### config.mk
export PLATFORM = sky130hd
export DESIGN_NAME = psk_frame_scheduler_flat
export DESIGN_NICKNAME = d
export VERILOG_FILES = /design/src/rtl/psk_frame_scheduler_pkg.sv /design/src/rtl/psk_frame_scheduler_if.sv /design/src/rtl/psk_frame_scheduler_crc8.sv /design/src/rtl/psk_frame_scheduler.sv /design/src/flat_wrapper.sv
export SDC_FILE = /design/constraint.sdc
export NUM_CORES = 1
export LEC_CHECK = 0
export CAP_MARGIN = 40
export CELL_PAD_IN_SITES_DETAIL_PLACEMENT = 0
export CELL_PAD_IN_SITES_GLOBAL_PLACEMENT = 1
export CORE_ASPECT_RATIO = 1.4
export CORE_MARGIN = 2
export CORE_UTILIZATION = 41
export DETAILED_ROUTE_END_ITERATION = 7
export PLACE_DENSITY = 0.9
export SYNTH_ARGS = -nofsm -noshare
export SYNTH_HDL_FRONTEND = slang
export SYNTH_SLANG_ARGS = --single-unit
### constraint.sdc
create_clock -name clk -period 3.15 [get_ports clk]
set_input_delay 0.315 -clock clk [delete_from_list [all_inputs] [get_ports clk]]
set_output_delay 0.315 -clock clk [all_outputs]
set_load 0.02 [all_outputs]
### src/rtl/psk_frame_scheduler_pkg.sv
// Shared types and constants for the PSK frame scheduler.
// PSK_SCHED_CRC8_EN: leave undefined by default; define it to append a CRC-8 byte to each frame.
package psk_frame_scheduler_pkg;

    localparam int BYTE_W = 8;

    // MSB-first CRC-8, no reflection, no final XOR
    localparam logic [BYTE_W-1:0] CRC8_POLY = 8'h07;

    typedef enum logic [2:0] {
        S_IDLE     = 3'd0,
        S_PREAMBLE = 3'd1,
        S_SYNC     = 3'd2,
        S_PAYLOAD  = 3'd3,
`ifdef PSK_SCHED_CRC8_EN
        S_CRC      = 3'd4,
`endif
        S_GAP      = 3'd5
    } state_t;

    function automatic logic [BYTE_W-1:0] crc8_byte(input logic [BYTE_W-1:0] crc,
                                                    input logic [BYTE_W-1:0] data);
        logic [BYTE_W-1:0] c;
        c = crc ^ data;
        for (int i = 0; i < BYTE_W; i++)
            c = c[BYTE_W-1] ? ((c << 1) ^ CRC8_POLY) : (c << 1);
        return c;
    endfunction

endpackage

### src/rtl/psk_frame_scheduler_if.sv
// First-word-fall-through byte stream: the master offers data/empty, the slave pops with read.
interface psk_frame_scheduler_if;
    import psk_frame_scheduler_pkg::*;

    logic [BYTE_W-1:0] data;
    logic              empty;
    logic              read;

    modport master (output data, output empty, input read);
    modport slave  (input data, input empty, output read);

endinterface

### src/rtl/psk_frame_scheduler_crc8.sv
// One-byte combinational CRC-8 update; only present when PSK_SCHED_CRC8_EN is defined.
`ifdef PSK_SCHED_CRC8_EN
module crc8_update
    import psk_frame_scheduler_pkg::*;
(
    input  logic [BYTE_W-1:0] crc_in,
    input  logic [BYTE_W-1:0] data,
    output logic [BYTE_W-1:0] crc_out
);

    assign crc_out = crc8_byte(crc_in, data);

endmodule
`endif

### src/rtl/psk_frame_scheduler.sv
// Frame sequencer: preamble, sync, payload from upstream FIFO, optional CRC-8, then a quiet gap.
// PSK_SCHED_CRC8_EN (default undefined) adds the CRC state and byte.
module psk_frame_scheduler
    import psk_frame_scheduler_pkg::*;
#(
    parameter int              PREAMBLE_LEN  = 4,
    parameter logic [BYTE_W-1:0] PREAMBLE_BYTE = 8'h55,
    parameter logic [BYTE_W-1:0] SYNC_WORD     = 8'h7E,
    parameter int              GAP_CYCLES    = 16
) (
    input  logic                  clk,
    input  logic                  rst,
    input  logic                  start,
    input  logic [BYTE_W-1:0]     payload_len,
    psk_frame_scheduler_if.slave  up,
    psk_frame_scheduler_if.master mod,
    output logic                  busy,
    output logic                  done,
    output logic                  underrun
);

    localparam int                GW       = $clog2(GAP_CYCLES + 1);
    localparam logic [BYTE_W-1:0] PRE_LAST = BYTE_W'(PREAMBLE_LEN - 1);
    localparam logic [GW-1:0]     GAP_LAST = GW'(GAP_CYCLES - 1);

    state_t            state, state_nx;
    logic [BYTE_W-1:0] cnt;
    logic [BYTE_W-1:0] len;
    logic [GW-1:0]     gap_cnt;
    logic              take;

    // a read against an empty offer is not a consumption
    assign take = mod.read & ~mod.empty;

`ifdef PSK_SCHED_CRC8_EN
    logic [BYTE_W-1:0] crc_q, crc_nx;
    localparam state_t S_TAIL = S_CRC;

    crc8_update u_crc (
        .crc_in  (crc_q),
        .data    (up.data),
        .crc_out (crc_nx)
    );

    always_ff @(posedge clk or posedge rst) begin
        if (rst)
            crc_q <= '0;
        else if (state == S_IDLE && start)
            crc_q <= '0;
        else if (state == S_PAYLOAD && take)
            crc_q <= crc_nx;
    end
`else
    localparam state_t S_TAIL = S_GAP;
`endif

    always_ff @(posedge clk or posedge rst) begin
        if (rst) state <= S_IDLE;
        else     state <= state_nx;
    end

    always_comb begin
        state_nx  = state;
        mod.data  = '0;
        mod.empty = 1'b1;
        up.read   = 1'b0;
        case (state)
            S_IDLE: begin
                if (start) state_nx = S_PREAMBLE;
            end
            S_PREAMBLE: begin
                mod.data  = PREAMBLE_BYTE;
                mod.empty = 1'b0;
                if (mod.read && cnt == PRE_LAST) state_nx = S_SYNC;
            end
            S_SYNC: begin
                mod.data  = SYNC_WORD;
                mod.empty = 1'b0;
                if (mod.read) state_nx = (len == '0) ? S_TAIL : S_PAYLOAD;
            end
            S_PAYLOAD: begin
                // FIFO head passes straight through; the pop is the modulator's read
                mod.data  = up.data;
                mod.empty = up.empty;
                up.read   = mod.read & ~up.empty;
                if (mod.read && !up.empty && cnt == len - 8'd1) state_nx = S_TAIL;
            end
`ifdef PSK_SCHED_CRC8_EN
            S_CRC: begin
                mod.data  = crc_q;
                mod.empty = 1'b0;
                if (mod.read) state_nx = S_GAP;
            end
`endif
            S_GAP: begin
                if (gap_cnt == GAP_LAST) state_nx = S_IDLE;
            end
            default: state_nx = S_IDLE;
        endcase
    end

    always_ff @(posedge clk or posedge rst) begin
        if (rst) begin
            cnt      <= '0;
            len      <= '0;
            gap_cnt  <= '0;
            busy     <= 1'b0;
            done     <= 1'b0;
            underrun <= 1'b0;
        end else begin
            done <= 1'b0;
            case (state)
                S_IDLE: begin
                    if (start) begin
                        len      <= payload_len;
                        cnt      <= '0;
                        gap_cnt  <= '0;
                        underrun <= 1'b0;
                        busy     <= 1'b1;
                    end
                end
                S_PREAMBLE: begin
                    if (take) cnt <= cnt + 8'd1;
                end
                S_SYNC: begin
                    if (take) cnt <= '0;
                end
                S_PAYLOAD: begin
                    // sticky until the next accepted start; the frame just waits for data
                    if (up.empty) underrun <= 1'b1;
                    if (take) cnt <= cnt + 8'd1;
                end
                S_GAP: begin
                    if (gap_cnt == GAP_LAST) begin
                        done    <= 1'b1;
                        busy    <= 1'b0;
                        gap_cnt <= '0;
                    end else begin
                        gap_cnt <= gap_cnt + 1'b1;
                    end
                end
                default: ;
            endcase
        end
    end

endmodule

### src/flat_wrapper.sv
// flat-port wrapper written by rule: the top's interface ports become plain ports
module psk_frame_scheduler_flat import psk_frame_scheduler_pkg::*;
#(
    parameter int              PREAMBLE_LEN  = 4,
    parameter logic [BYTE_W-1:0] PREAMBLE_BYTE = 8'h55,
    parameter logic [BYTE_W-1:0] SYNC_WORD     = 8'h7E,
    parameter int              GAP_CYCLES    = 16
)
  (clk, rst, start, payload_len, busy, done, underrun, up_data, up_empty, up_read, mod_data, mod_empty, mod_read);
  psk_frame_scheduler_if up_i ();
  psk_frame_scheduler_if mod_i ();
  input  logic clk;
  input  logic rst;
  input  logic start;
  input  logic [BYTE_W-1:0] payload_len;
  output logic busy;
  output logic done;
  output logic underrun;
  input wire logic [$bits(up_i.data)-1:0] up_data;
  input wire logic [$bits(up_i.empty)-1:0] up_empty;
  output wire logic [$bits(up_i.read)-1:0] up_read;
  output wire logic [$bits(mod_i.data)-1:0] mod_data;
  output wire logic [$bits(mod_i.empty)-1:0] mod_empty;
  input wire logic [$bits(mod_i.read)-1:0] mod_read;
  assign up_i.data = up_data;
  assign up_i.empty = up_empty;
  assign up_read = up_i.read;
  assign mod_data = mod_i.data;
  assign mod_empty = mod_i.empty;
  assign mod_i.read = mod_read;
  psk_frame_scheduler #(.PREAMBLE_LEN(PREAMBLE_LEN), .PREAMBLE_BYTE(PREAMBLE_BYTE), .SYNC_WORD(SYNC_WORD), .GAP_CYCLES(GAP_CYCLES)) u_core (.clk(clk), .rst(rst), .start(start), .payload_len(payload_len), .up(up_i), .mod(mod_i), .busy(busy), .done(done), .underrun(underrun));
endmodule
After elaboration in Yosys (flattened, before gate mapping)
Index checks and enable logic that the tools add are counted.

Output and inout bits: 13. Logic and storage cells: 71. Bits of input ports: 21. Register bits: 27.

Bitwise gates (word level): 4. Multiplexer cells: 25. Reduce and logical (&&, ||, !) cells: 17. Equal/unequal tests: 15. Add/subtract/negate cells: 3.

Operators with widths (count): $pmux 8 s3 (2); $mux 8 (3); $mux 3 (6); $pmux 3 s5 (1); $mux 5 (2); $ne 2x1->1 const B (5); $pmux 5 s2 (1); $add 8x1->8 const B (1); $eq 8x2->1 const B (1); $eq 8x8->1 (1); $logic_not 8->1 (1); $sub 8x1->8 const B (1); $mux 1 (7); $eq 3x2->1 const B (2); $ne 2x2->1 const B (3); $pmux 1 s2 (3); $reduce_and 3->1 (2); $add 5x1->5 const B (1); $eq 5x4->1 const B (1); $reduce_and 5->1 (1); $reduce_and 2->1 (2); $reduce_and 4->1 (1); $reduce_bool 2->1 (2); $reduce_or 2->1 (2); other kinds (8) (12).

Logic depth before layout (Yosys ltp)
Depth after elaboration: 7. Depth in mapped cells: 7. Gate-level depth less buffers: 7.

Worst setup path after synthesis
OpenSTA, ideal clock, no wires.

Kind: register to register. From: register u_core.len[3]. To: register u_core.state[1]. Setup time: 119 ps. Slack: 1263 ps. Arrival: 1768 ps. Period minus slack after synthesis: 1887 ps. Stages on the path, launching flop included: 6. Required time: 3031 ps. Path buffers: 0. Path through: dfrtp_1 > or4_4 > or4_4 > a21boi_2 > nand2_1 > o21a_1.

Longest elaborated chain between the ends: 5. Elaborated cells on any way between the ends: 9. Classes of those cells: 1 x add/sub; 2 x eq/ne; 3 x mux; 3 x reduce/logical.

RTL lines: start, declared (line psk_frame_scheduler.sv:28) `logic [BYTE_W-1:0] len;`; start signal, assigned (line psk_frame_scheduler.sv:115) `len <= payload_len;`; $sub 8x1->8 (line psk_frame_scheduler.sv:86) `if (mod.read && !up.empty && cnt == len - 8'd1) state_nx = S_TAIL;`; $eq 8x8->1 (line psk_frame_scheduler.sv:86); $logic_and 1x1->1 (line psk_frame_scheduler.sv:86); $ne 2x1->1 (no line); $reduce_and 5->1 (no line); end signal, assigned (line psk_frame_scheduler.sv:59) `else state <= state_nx;`; end, declared (line psk_frame_scheduler.sv:26) `state_t state, state_nx;`.

Several ways; a longest one is shown, not always the timed one. The select of a mux whose other input is x is not followed. A chain may end at the register's enable or synchronous reset.

Final worst setup path
From: register u_core.state[0]. To: output up_read.

Longest elaborated chain between the ends: 2.

RTL lines: $eq 3x2->1 (line psk_frame_scheduler.sv:67) `case (state)`; $mux 1 (line psk_frame_scheduler.sv:67); end, declared (line flat_wrapper.sv:21) `output wire logic [$bits(up_i.read)-1:0] up_read;`.

No other way between the ends.

==> results.cfg <==
[power_and_ir_drop]
switching_share_pct = 43.3
power_density_mw_per_mm2 = 838
p_leak_nw = 0.835
p_seq_share_pct = 34.9
clock_power_share_pct = 11.6
switchingPower_mw = 0.757
ir_drop_mv = 0.446
internal-power_mw = 0.989
p_comb_share_pct = 53.5

[yosys]
synth-compound-area-share_pct = 19.3
synth_fa_ha_area_share_pct = 3.03
synth.top_cell.area_share_pct = 40.9
synth_seq_area_share_pct = 40.9
ys_ff_latch = 27
synth_nets = 213
yosys_warnings = 0
ys_types = 41
synth_area_mm2 = 0.00165
synth_top_family_by_area = simple AND/OR/NAND/NOR gates
synthXorXnorAreaFrac_pct = 4.25
yosys-mux-area-fraction_pct = 5.91
yosysTopAreaCell = dfrtp_1
synthCells = 188
synth_area_leaders = dfrtp_1, nand2_1, o21ai_0
synthSimpleGateAreaFrac_pct = 23.4
avgSynthCellArea_um2 = 8.78

[global_route]
grtUsageMet3_pct = 2.44
grt_use_met2_pct = 29.4
grt_pass1_vias = 1360
grt-busiest-layer = met2
grt_max_degree = 28
grt.overflow.total = 0
antenna_found_initial = 0
grt_first_pass_wirelength_mm = 6.13
grt_usage_pct = 17.1
grtUsageMet1_pct = 20.9

[layout]
nets = 248
area.growth.synth_to_final_pct = 26.2
regArea_um2 = 676
num_antenna_cells = 0
multi_input_area_um2 = 921
fin_area_mm2 = 0.00208
final_cell_mix = clkdlybuf4s50_1, dfrtp_1, nand2_1, nor2_1, o21ai_0
final_common_cell = clkdlybuf4s50_1
drive_above_1_share_pct = 8.56
fin_util_pct = 53.6
fill_cells = 362

[placed_design]
dp_slack_ns = 0.872
dp_hpwl_mm = 2.76
portBuffers = 33
globalplace.congestion = 0.797
dpl-instance-area_mm2 = 0.00203

[clock_network]
ctsHoldBuffers = 0
cts_max_level = 1
clk_pin_slew_ns = 0.10
worstSkewPairLatency_ns = 0.27
clockBufferDepth = 2
cts_buffers = 3
ctsResizeCount = 0
cts.root.buffer_cell = clkbuf_8
postCtsSetupRepairBufs = 0
cts_tree = built
clock_sinks = 27

[timing]
fin_ws_ns = 0.590
slew_headroom_pct = 64.8
rsz0062_at_grt = false
tns_ns = 0
max_freq_ghz = 0.391
worstMarginPinSlew_ns = 0.523
hold_violations = 0
period_needed_ns = 2.56
slew_viol_final = 0
setup_violations = 0
period_share_pct = 81.3
skew_ns = 0.00261

[route]
avgRoutedWirePerCell_um = 13.5
vias = 1445
drtIter0Drc = 30
post-route-drc-count = 0
vias_per_cell = 5.45
first_pass_iters = 4
routed_wl_mm = 3.57
ant_nets = 0

[critical_path]
cp_max_fo = 14
cp.arrival_ns = 2.25
endpoint_kind = primary output
critPathKind = reg -> out
start_kind = flop
ff2ff_path_depth = 5
critPathRequiredTime_ns = 2.83
r2r-end = u_core.state[1]$_DFFE_PP0P_
worstReg2RegStart = u_core.len[3]$_DFFE_PP0P_
rrSetupSlack_ns = 1.14

[floorplanning]
start_util_pct = 42.5
pin_count = 34
chipHeight_um = 79.1
die-area_mm2 = 0.00456
rows = 27
die_w_um = 57.6
core_area_mm2 = 0.00388

[run]
max-cap-violations = 0

[worst_hold_path]
worstHoldPathType = in -> async

[status]
status = finished, final reports clean
==> worst max-delay path by stage <==
stage | start | to | slack [ns] | depth (start not counted)
after detailed placement | u_core.state[0]$_DFFE_PP0P_ | up_read | 0.87 | 5
final | u_core.state[0]$_DFFE_PP0P_ | up_read | 0.59 | 5
after CTS | u_core.state[0]$_DFFE_PP0P_ | up_read | 0.54 | 5
after global placement | u_core.state[0]$_DFFE_PP0P_ | up_read | 0.87 | 5
after floorplan | u_core.len[3]$_DFFE_PP0P_ | u_core.state[1]$_DFFE_PP0P_ | 1.26 | 5
after global routing | u_core.state[0]$_DFFE_PP0P_ | up_read | 0.39 | 5
==> per-stage QoR <==
step	power, mW	cells	hold slack, ns
floorplan	1.24	188	0.368
global placement	1.54	260	0.464
detailed placement	1.56	261	0.465
CTS	1.77	265	0.402
global route	1.91	265	0.420
finish	1.75	265	0.391
==> power by group through the flow <==
stage / logic, mW / clock network, mW / registers, mW
floorplan: 0.693 / 0 / 0.552
global placement: 0.922 / 0 / 0.618
detailed placement: 0.944 / 0 / 0.616
CTS: 0.946 / 0.210 / 0.610
global route: 1.05 / 0.221 / 0.633
finish: 0.933 / 0.203 / 0.609
==> cells by family (layout without fill, tap and decap cells) <==
kind of cell | after synthesis | in the layout
buffers and inverters | 14 | 48
AOI/OAI and AO/OA | 49 | 49
and+or+nand+nor | 77 | 77
muxes | 9 | 9
DFF | 27 | 27
xor gates and xnor gates | 8 | 8
adders and majority gates | 4 | 4
==> synthesized netlist by cell type (all sizes together) <==
cell / number
dfrtp: 27
nand2: 25
o21ai: 23
nor2: 17
o21a: 9
a21oi: 8
inv: 8
mux2: 6
nand3: 6
or3: 6
clkbuf: 5
nand2b: 5
nor3: 5
ha: 4
xnor2: 4
xor2: 4
mux2i: 3
o31ai: 3
or4: 3
or2: 2
a211o: 1
a211oi: 1
a21boi: 1
a22oi: 1
and2: 1
and3: 1
buf: 1
nand3b: 1
nand4: 1
nor4: 1
nor4b: 1
o2111ai: 1
o211a: 1
or3b: 1
or4bb: 1
==> state kept, by name, summed over array words and instances (netlist names) <==
register and count:
u_core.busy 1, u_core.cnt 8, u_core.done 1, u_core.gap_cnt 5, u_core.len 8, u_core.state 3, u_core.underrun 1
==> cell type report <==
type / count / share of cell area (%)
clock inverters: 1 / 0.361
multi-input cells: 147 / 44.2
flip-flops and latches: 27 / 32.5
well taps: 43 / 2.58
clock buffers: 3 / 1.98
inverters: 8 / 1.44
repair buffers: 36 / 16.9
==> critical path, cell delays in order, from the launching register on <==
cell	delay, ns
dfrtp_1	0.61
inv_2	0.18
nor2_1	0.33
nand2_1	0.13
nor2_1	0.12
clkdlybuf4s50_1	0.61
==> per-layer routing <==
layer,part of all wire [%],up-vias
li1,-,728
met1,42,682
met2,53,31
met3,3.6,4
met4,1.6,0
met5,0,-
(Power assumes the default switching activity.)
